--- config.mk ---
export PLATFORM = sky130hd
export DESIGN_NAME = pipeline_ctrl_flat
export DESIGN_NICKNAME = d
export VERILOG_FILES = /design/src/rtl/pipeline_ctrl_pkg.sv /design/src/rtl/pipeline_ctrl_if.sv /design/src/rtl/pipeline_ctrl_load_use.sv /design/src/rtl/pipeline_ctrl.sv /design/src/flat_wrapper.sv
export SDC_FILE = /design/constraint.sdc
export NUM_CORES = 1
export LEC_CHECK = 0
export BUFFER_PORTS_ARGS = -buffer_cell sky130_fd_sc_hd__buf_2
export CORE_MARGIN = 2
export CORE_UTILIZATION = 57
export CTS_CLUSTER_DIAMETER = 100
export DETAILED_ROUTE_END_ITERATION = 16
export PLACE_DENSITY = 0.85
export SYNTH_ARGS = -nofsm -noshare
export SYNTH_HDL_FRONTEND = slang
export SYNTH_SLANG_ARGS = --single-unit
export TNS_END_PERCENT = 20
--- constraint.sdc ---
create_clock -name clk_i -period 3.6 [get_ports clk_i]
set_input_delay 0.72 -clock clk_i [delete_from_list [all_inputs] [get_ports clk_i]]
set_output_delay 0.72 -clock clk_i [all_outputs]
set_load 0.02 [all_outputs]
--- src/rtl/pipeline_ctrl_pkg.sv ---
// Shared types and constants for the pipeline stall/flush sequencer.
package pipeline_ctrl_pkg;

  localparam int REG_W       = 5;
  localparam int STALL_CNT_W = 32;
  localparam int FLUSH_CNT_W = 16;

  typedef enum logic [1:0] {
    IDLE     = 2'd0,
    RUN      = 2'd1,
    MEM_WAIT = 2'd2,
    HALT     = 2'd3
  } state_e;

  // One bundle of pipeline-register enables, decoded once per cycle.
  typedef struct packed {
    logic pc_write;
    logic ifid_write;
    logic ifid_flush;
    logic idex_bubble;
    logic exmem_write;
    logic memwb_bubble;
  } ctrl_t;

  localparam ctrl_t CTRL_IDLE = '{pc_write: 1'b0, ifid_write: 1'b0, ifid_flush: 1'b0,
                                  idex_bubble: 1'b1, exmem_write: 1'b0, memwb_bubble: 1'b1};
  localparam ctrl_t CTRL_FREEZE = '{pc_write: 1'b0, ifid_write: 1'b0, ifid_flush: 1'b0,
                                    idex_bubble: 1'b0, exmem_write: 1'b0, memwb_bubble: 1'b1};
  localparam ctrl_t CTRL_NORMAL = '{pc_write: 1'b1, ifid_write: 1'b1, ifid_flush: 1'b0,
                                    idex_bubble: 1'b0, exmem_write: 1'b1, memwb_bubble: 1'b0};
  localparam ctrl_t CTRL_FLUSH = '{pc_write: 1'b1, ifid_write: 1'b1, ifid_flush: 1'b1,
                                   idex_bubble: 1'b0, exmem_write: 1'b1, memwb_bubble: 1'b0};
  localparam ctrl_t CTRL_LOAD_USE = '{pc_write: 1'b0, ifid_write: 1'b0, ifid_flush: 1'b0,
                                      idex_bubble: 1'b1, exmem_write: 1'b1, memwb_bubble: 1'b0};

  // Enables when memory is not stalling: load-use beats a redirect, since the
  // branch re-resolves once the load result is forwarded.
  function automatic ctrl_t resolve_run(input logic hazard, input logic redirect);
    if (hazard) return CTRL_LOAD_USE;
    if (redirect) return CTRL_FLUSH;
    return CTRL_NORMAL;
  endfunction

endpackage

--- src/rtl/pipeline_ctrl_if.sv ---
// Hazard taps, memory handshake and pipeline enables between datapath and sequencer.
interface pipeline_ctrl_if;
  import pipeline_ctrl_pkg::*;

  logic             idex_memread_i;
  logic [REG_W-1:0] idex_rt_i;
  logic [REG_W-1:0] ifid_rs_i;
  logic [REG_W-1:0] ifid_rt_i;
  logic             ifid_uses_rt_i;
  logic             branch_taken_i;
  logic             jump_i;
  logic             dmem_req_i;
  logic             dmem_ack_i;
  logic             pc_write_o;
  logic             ifid_write_o;
  logic             ifid_flush_o;
  logic             idex_bubble_o;
  logic             exmem_write_o;
  logic             memwb_bubble_o;

  // Datapath side: supplies hazard/memory status, consumes enables.
  modport master (
    output idex_memread_i, idex_rt_i, ifid_rs_i, ifid_rt_i, ifid_uses_rt_i,
           branch_taken_i, jump_i, dmem_req_i, dmem_ack_i,
    input  pc_write_o, ifid_write_o, ifid_flush_o, idex_bubble_o,
           exmem_write_o, memwb_bubble_o
  );

  // Sequencer side.
  modport slave (
    input  idex_memread_i, idex_rt_i, ifid_rs_i, ifid_rt_i, ifid_uses_rt_i,
           branch_taken_i, jump_i, dmem_req_i, dmem_ack_i,
    output pc_write_o, ifid_write_o, ifid_flush_o, idex_bubble_o,
           exmem_write_o, memwb_bubble_o
  );
endinterface

--- src/rtl/pipeline_ctrl_load_use.sv ---
// Register-number compare between a load in EX and the instruction in ID.
module load_use_detect
  import pipeline_ctrl_pkg::*;
(
  input  logic             idex_memread_i,
  input  logic [REG_W-1:0] idex_rt_i,
  input  logic [REG_W-1:0] ifid_rs_i,
  input  logic [REG_W-1:0] ifid_rt_i,
  input  logic             ifid_uses_rt_i,
  output logic             hazard
);

  // $zero never carries a loaded value, so a load to r0 cannot cause a hazard.
  assign hazard = idex_memread_i && (idex_rt_i != '0) &&
                  ((idex_rt_i == ifid_rs_i) || (ifid_uses_rt_i && (idex_rt_i == ifid_rt_i)));

endmodule

--- src/rtl/pipeline_ctrl.sv ---
// Stall/flush sequencer: drives PC and pipeline-register enables every cycle.
module pipeline_ctrl
  import pipeline_ctrl_pkg::*;
#(
  parameter int unsigned MEM_TIMEOUT = 255
) (
  input  logic                   clk_i,
  input  logic                   rst_i,
  input  logic                   start_i,
  pipeline_ctrl_if.slave         bus,
  output logic                   mem_err_o,
  output logic [1:0]             state_o,
  output logic [STALL_CNT_W-1:0] stall_cnt_o,
  output logic [FLUSH_CNT_W-1:0] flush_cnt_o
);

  localparam int WAIT_W = $clog2(MEM_TIMEOUT + 1);
  localparam logic [WAIT_W-1:0] WAIT_LAST = WAIT_W'(MEM_TIMEOUT - 1);

  state_e                 state_q, state_d;
  logic [WAIT_W-1:0]      wait_cnt_q, wait_cnt_d;
  logic                   mem_err_q, mem_err_d;
  logic [STALL_CNT_W-1:0] stall_cnt_q, stall_cnt_d;
  logic [FLUSH_CNT_W-1:0] flush_cnt_q, flush_cnt_d;
  ctrl_t                  ctrl;
  logic                   hazard;
  logic                   redirect;
  logic                   mem_stall;

  load_use_detect u_load_use (
    .idex_memread_i (bus.idex_memread_i),
    .idex_rt_i      (bus.idex_rt_i),
    .ifid_rs_i      (bus.ifid_rs_i),
    .ifid_rt_i      (bus.ifid_rt_i),
    .ifid_uses_rt_i (bus.ifid_uses_rt_i),
    .hazard         (hazard)
  );

  assign redirect  = bus.branch_taken_i || bus.jump_i;
  assign mem_stall = bus.dmem_req_i && !bus.dmem_ack_i;

  // Next-state, wait-counter and enable decode; memory stall outranks everything.
  always_comb begin
    // NOTE: every signal assigned here gets a default first, so no path can infer a latch.
    state_d    = state_q;
    wait_cnt_d = wait_cnt_q;
    mem_err_d  = mem_err_q;
    ctrl       = CTRL_IDLE;
    case (state_q)
      IDLE: begin
        if (start_i) state_d = RUN;
      end
      RUN: begin
        if (mem_stall) begin
          ctrl       = CTRL_FREEZE;
          state_d    = MEM_WAIT;
          wait_cnt_d = '0;
        end else begin
          ctrl = resolve_run(hazard, redirect);
          if (!start_i) state_d = IDLE;
        end
      end
      MEM_WAIT: begin
        // start_i is deliberately not looked at until the access completes.
        if (!bus.dmem_ack_i) begin
          ctrl = CTRL_FREEZE;
          if (wait_cnt_q == WAIT_LAST) begin
            state_d   = HALT;
            mem_err_d = 1'b1;
          end else begin
            wait_cnt_d = wait_cnt_q + WAIT_W'(1);
          end
        end else begin
          ctrl       = resolve_run(hazard, redirect);
          state_d    = RUN;
          wait_cnt_d = '0;
        end
      end
      default: ctrl = CTRL_IDLE;  // HALT: parked until reset
    endcase
  end

  // Saturating stall and flush statistics.
  always_comb begin
    stall_cnt_d = stall_cnt_q;
    flush_cnt_d = flush_cnt_q;
    if ((state_q == RUN || state_q == MEM_WAIT) && !ctrl.pc_write && stall_cnt_q != '1)
      stall_cnt_d = stall_cnt_q + STALL_CNT_W'(1);
    if (ctrl.ifid_flush && flush_cnt_q != '1)
      flush_cnt_d = flush_cnt_q + FLUSH_CNT_W'(1);
  end

  // State and counter registers with synchronous active-low reset.
  always_ff @(posedge clk_i) begin
    // NOTE: non-blocking assignments so every flop samples pre-edge values.
    if (!rst_i) begin
      state_q     <= IDLE;
      wait_cnt_q  <= '0;
      mem_err_q   <= 1'b0;
      stall_cnt_q <= '0;
      flush_cnt_q <= '0;
    end else begin
      state_q     <= state_d;
      wait_cnt_q  <= wait_cnt_d;
      mem_err_q   <= mem_err_d;
      stall_cnt_q <= stall_cnt_d;
      flush_cnt_q <= flush_cnt_d;
    end
  end

  assign bus.pc_write_o     = ctrl.pc_write;
  assign bus.ifid_write_o   = ctrl.ifid_write;
  assign bus.ifid_flush_o   = ctrl.ifid_flush;
  assign bus.idex_bubble_o  = ctrl.idex_bubble;
  assign bus.exmem_write_o  = ctrl.exmem_write;
  assign bus.memwb_bubble_o = ctrl.memwb_bubble;
  assign mem_err_o          = mem_err_q;
  assign state_o            = state_q;
  assign stall_cnt_o        = stall_cnt_q;
  assign flush_cnt_o        = flush_cnt_q;

endmodule

--- src/flat_wrapper.sv ---
// flat-port wrapper written by rule: the top's interface ports become plain ports
module pipeline_ctrl_flat import pipeline_ctrl_pkg::*;
#(
  parameter int unsigned MEM_TIMEOUT = 255
)
  (clk_i, rst_i, start_i, mem_err_o, state_o, stall_cnt_o, flush_cnt_o, bus_idex_memread_i, bus_idex_rt_i, bus_ifid_rs_i, bus_ifid_rt_i, bus_ifid_uses_rt_i, bus_branch_taken_i, bus_jump_i, bus_dmem_req_i, bus_dmem_ack_i, bus_pc_write_o, bus_ifid_write_o, bus_ifid_flush_o, bus_idex_bubble_o, bus_exmem_write_o, bus_memwb_bubble_o);
  pipeline_ctrl_if bus_i ();
  input  logic clk_i;
  input  logic rst_i;
  input  logic start_i;
  output logic mem_err_o;
  output logic [1:0] state_o;
  output logic [STALL_CNT_W-1:0] stall_cnt_o;
  output logic [FLUSH_CNT_W-1:0] flush_cnt_o;
  input wire logic [$bits(bus_i.idex_memread_i)-1:0] bus_idex_memread_i;
  input wire logic [$bits(bus_i.idex_rt_i)-1:0] bus_idex_rt_i;
  input wire logic [$bits(bus_i.ifid_rs_i)-1:0] bus_ifid_rs_i;
  input wire logic [$bits(bus_i.ifid_rt_i)-1:0] bus_ifid_rt_i;
  input wire logic [$bits(bus_i.ifid_uses_rt_i)-1:0] bus_ifid_uses_rt_i;
  input wire logic [$bits(bus_i.branch_taken_i)-1:0] bus_branch_taken_i;
  input wire logic [$bits(bus_i.jump_i)-1:0] bus_jump_i;
  input wire logic [$bits(bus_i.dmem_req_i)-1:0] bus_dmem_req_i;
  input wire logic [$bits(bus_i.dmem_ack_i)-1:0] bus_dmem_ack_i;
  output wire logic [$bits(bus_i.pc_write_o)-1:0] bus_pc_write_o;
  output wire logic [$bits(bus_i.ifid_write_o)-1:0] bus_ifid_write_o;
  output wire logic [$bits(bus_i.ifid_flush_o)-1:0] bus_ifid_flush_o;
  output wire logic [$bits(bus_i.idex_bubble_o)-1:0] bus_idex_bubble_o;
  output wire logic [$bits(bus_i.exmem_write_o)-1:0] bus_exmem_write_o;
  output wire logic [$bits(bus_i.memwb_bubble_o)-1:0] bus_memwb_bubble_o;
  assign bus_i.idex_memread_i = bus_idex_memread_i;
  assign bus_i.idex_rt_i = bus_idex_rt_i;
  assign bus_i.ifid_rs_i = bus_ifid_rs_i;
  assign bus_i.ifid_rt_i = bus_ifid_rt_i;
  assign bus_i.ifid_uses_rt_i = bus_ifid_uses_rt_i;
  assign bus_i.branch_taken_i = bus_branch_taken_i;
  assign bus_i.jump_i = bus_jump_i;
  assign bus_i.dmem_req_i = bus_dmem_req_i;
  assign bus_i.dmem_ack_i = bus_dmem_ack_i;
  assign bus_pc_write_o = bus_i.pc_write_o;
  assign bus_ifid_write_o = bus_i.ifid_write_o;
  assign bus_ifid_flush_o = bus_i.ifid_flush_o;
  assign bus_idex_bubble_o = bus_i.idex_bubble_o;
  assign bus_exmem_write_o = bus_i.exmem_write_o;
  assign bus_memwb_bubble_o = bus_i.memwb_bubble_o;
  pipeline_ctrl #(.MEM_TIMEOUT(MEM_TIMEOUT)) u_core (.clk_i(clk_i), .rst_i(rst_i), .start_i(start_i), .bus(bus_i), .mem_err_o(mem_err_o), .state_o(state_o), .stall_cnt_o(stall_cnt_o), .flush_cnt_o(flush_cnt_o));
endmodule
==> results.sh <==
export IMPL_root_buffer="clkbuf_8"
export IMPL_clock_path_buffers=2
export IMPL_final_nets=489
export IMPL_fin_crit_sh_pct=79.8
export IMPL_hpwl_mm=5.40
export IMPL_finClkSkew_ps=11.7
export IMPL_tns_ps=0
export IMPL_hold_viol=0
export IMPL_grt_pass1_vias=2686
export IMPL_ys_seq_area_share_pct=37.5
export IMPL_rsz0062_at_grt="false"
export IMPL_min_period_ps=2870
export IMPL_maxCapViolCount=0
export IMPL_ios=81
export IMPL_r2r_setup_slack_ps=880
export IMPL_cts_resized=0
export IMPL_post_route_drc_count=0
export IMPL_port_buffers=80
export IMPL_layout_cells_most_common="buf_2"
export IMPL_gp_congestion=0.828
export IMPL_hp_class="register to register"
export IMPL_rows=27
export IMPL_cp_max_fo=4
export IMPL_cts_tree="done"
export IMPL_status="finished clean"
export IMPL_synth_seq_cells=59
export IMPL_path_clk_slew_ps=70
export IMPL_cp_required_ps=2880
export IMPL_drive_gt1_share_pct=22.3
export IMPL_insertion_delay_ps=330
export IMPL_start_util_pct=58.2
export IMPL_crit_type="input pin to output pin"
export IMPL_core_um2=5410
export IMPL_max_clock_freq_mhz=348
export IMPL_final_cell_mix="80 x buf_2, 59 x dfxtp_1, 41 x nor2_1"
export IMPL_overflow=0
export IMPL_grt_first_pass_wirelength_mm=12.0
export IMPL_cts_sinks=59
export IMPL_max_slew_margin_pct=51.3
export IMPL_worstPathArrival_ps=2150
export IMPL_vias=2953
export IMPL_die_y_um=78.3
export IMPL_grt_max_degree=41
export IMPL_h_tree_depth=3
export IMPL_wl_per_cell_um=13.6
export IMPL_pwr_share_seq_pct=50.6
export IMPL_r2r_cells=7
export IMPL_area_growth_pct=19.5
export IMPL_ctsHoldBuffers=0
export IMPL_whs_ps=485
export IMPL_dieArea_um2=6130
export IMPL_syn_num_nets=407
export IMPL_power_density_nw_per_um2=350
export IMPL_rr_startpoint="u_core.state_o[0]"
export IMPL_p_clk_share_pct=38.0
export IMPL_p_int_mw=0.974
export IMPL_critPathLaunch="bus_idex_rt_i[0]"
export IMPL_syn_inst=375
export IMPL_synthesis_area_um2=3150
export IMPL_synth_cell_types=50
export IMPL_drt_iter0_drc=112
export IMPL_power_leakage_nw=1.53
export IMPL_ys_top_cells_by_area="dfxtp_1 38%, xnor2_1 8.1%, nor2_1 4.9%, nand4_1 4.0%, nand2_1 3.7%"
export IMPL_yosysWarnings=0
export IMPL_antenna_found_initial=0
export IMPL_tightest_slew_ps=721
export IMPL_vias_per_cell=5.54
export IMPL_maxSlewViolCount=0
export IMPL_fp_dieW_um=78.3
export IMPL_final_cell_area_um2=3760
export IMPL_postCtsSetupBuffers=0
export IMPL_p_sw_mw=0.344
export IMPL_diodes=0
export IMPL_placed_area_um2=3600
export IMPL_cp_start_kind="input pin"
export IMPL_drt_pass1_iterations=4
export IMPL_endpoint="bus_ifid_flush_o"
export IMPL_end_kind="output pin"
export IMPL_pre_cts_ws_ps=625
export IMPL_gr_usage_all_layers_pct=24.3
export IMPL_routed_wl_mm=7.27
export IMPL_finalSetupViolCount=0
export IMPL_antenna_left=0
export IMPL_timing_rr_end="u_core.stall_cnt_o[14]"
export IMPL_synth_area_per_cell_um2=8.39
export IMPL_synth_edf_count=0
export IMPL_ir_worst_vdd_mv=0.265
export IMPL_combPwrFrac_pct=11.5
export IMPL_ys_async_sr_fraction_pct=0
export IMPL_yosys_area_top_type_share_pct=37.5
export IMPL_synth_top_cell_by_area="dfxtp_1"
export IMPL_cts_buffers=9
export IMPL_finalWorstSetupSlack_ps=727
export IMPL_dominantRegCellSynth="dfxtp_1"
export IMPL_p_sw_share_pct=26.1
## synth_stat cells (4+ instances only)
| master | instances |
|---|---|
| xor2_1 | 9 |
| dfxtp_1 | 59 |
| ha_1 | 8 |
| nor4_1 | 8 |
| xnor2_1 | 29 |
| or3_1 | 5 |
| o31ai_1 | 9 |
| nand4_1 | 20 |
| nor2_1 | 41 |
| nand2b_1 | 9 |
| o21a_1 | 5 |
| inv_1 | 15 |
| a21oi_1 | 11 |
| o21ai_0 | 10 |
| o211ai_1 | 4 |
| nand3_1 | 16 |
| nor3_1 | 8 |
| nand2_1 | 31 |
| and2_1 | 15 |
| mux2i_1 | 8 |
| clkbuf_1 | 7 |
| or4_1 | 5 |
| and3_1 | 5 |
## cell families after synthesis
logic type	synth area share, %
compound gates	12.6
xor+xnor	10.6
fa+ha+maj	3.18
buf+inv	3.30
flops	37.5
mux	2.55
simple gates	30.3
## routing by layer
metal | routed length [µm] | global-route usage, % | vias to the layer above
met1 | 3220 | 28.9 | 1375
met2 | 3540 | 42.6 | 75
li1 | - | - | 1495
met4 | 72 | 7.37 | 0
met3 | 442 | 7.01 | 8
met5 | 0 | 0 | -
## per-stage QoR
| step | power [mW] | std cells | util [%] |
|---|---|---|---|
| floorplan | 0.780 | 375 | - |
| global placement | 0.827 | 518 | 66.6 |
| detailed placement | 0.832 | 518 | 66.6 |
| CTS | 1.33 | 533 | 69.6 |
| global route | 1.38 | 533 | 69.6 |
| finish | 1.32 | 533 | 69.6 |
## how the worst min path moves through the flow
stage,start,to,cells past startpoint
floorplan,u_core.wait_cnt_q[6],u_core.wait_cnt_q[6],2
global placement,u_core.mem_err_o,u_core.mem_err_o,2
detailed placement,u_core.mem_err_o,u_core.mem_err_o,2
CTS,u_core.mem_err_o,u_core.mem_err_o,2
global route,u_core.mem_err_o,u_core.mem_err_o,2
finish,u_core.mem_err_o,u_core.mem_err_o,2
## state kept, by name (all words and copies together) (netlist names)
| register | flops |
|---|---|
| u_core.mem_err_o | 1 |
| u_core.wait_cnt_q | 8 |
| u_core.stall_cnt_o | 32 |
| u_core.flush_cnt_o | 16 |
| u_core.state_o | 2 |
## critical path: stages
cell and delay [ps]:
buf_2 130, or4_4 540, o21ai_0 350, o211ai_2 180, inv_1 80, buf_2 150
## area by class of cell
cell class / count / area (µm²)
multi-input combinational: 290 / 1860
fill: 452 / 1650
sequential: 59 / 1180
timing repair buffer: 81 / 408
clock buffer: 12 / 145
tap: 72 / 90.1
inverter: 16 / 60.1
clock inverter: 3 / 15.0
## power by group through the flow
stage	registers [mW]	logic [mW]	clock network (mW)
after floorplan	0.688	0.0921	0
after detailed placement	0.681	0.151	0
after global placement	0.680	0.146	0
after global routing	0.667	0.165	0.543
final	0.667	0.151	0.500
after CTS	0.666	0.151	0.509
Power figures use the tool's default switching activity.
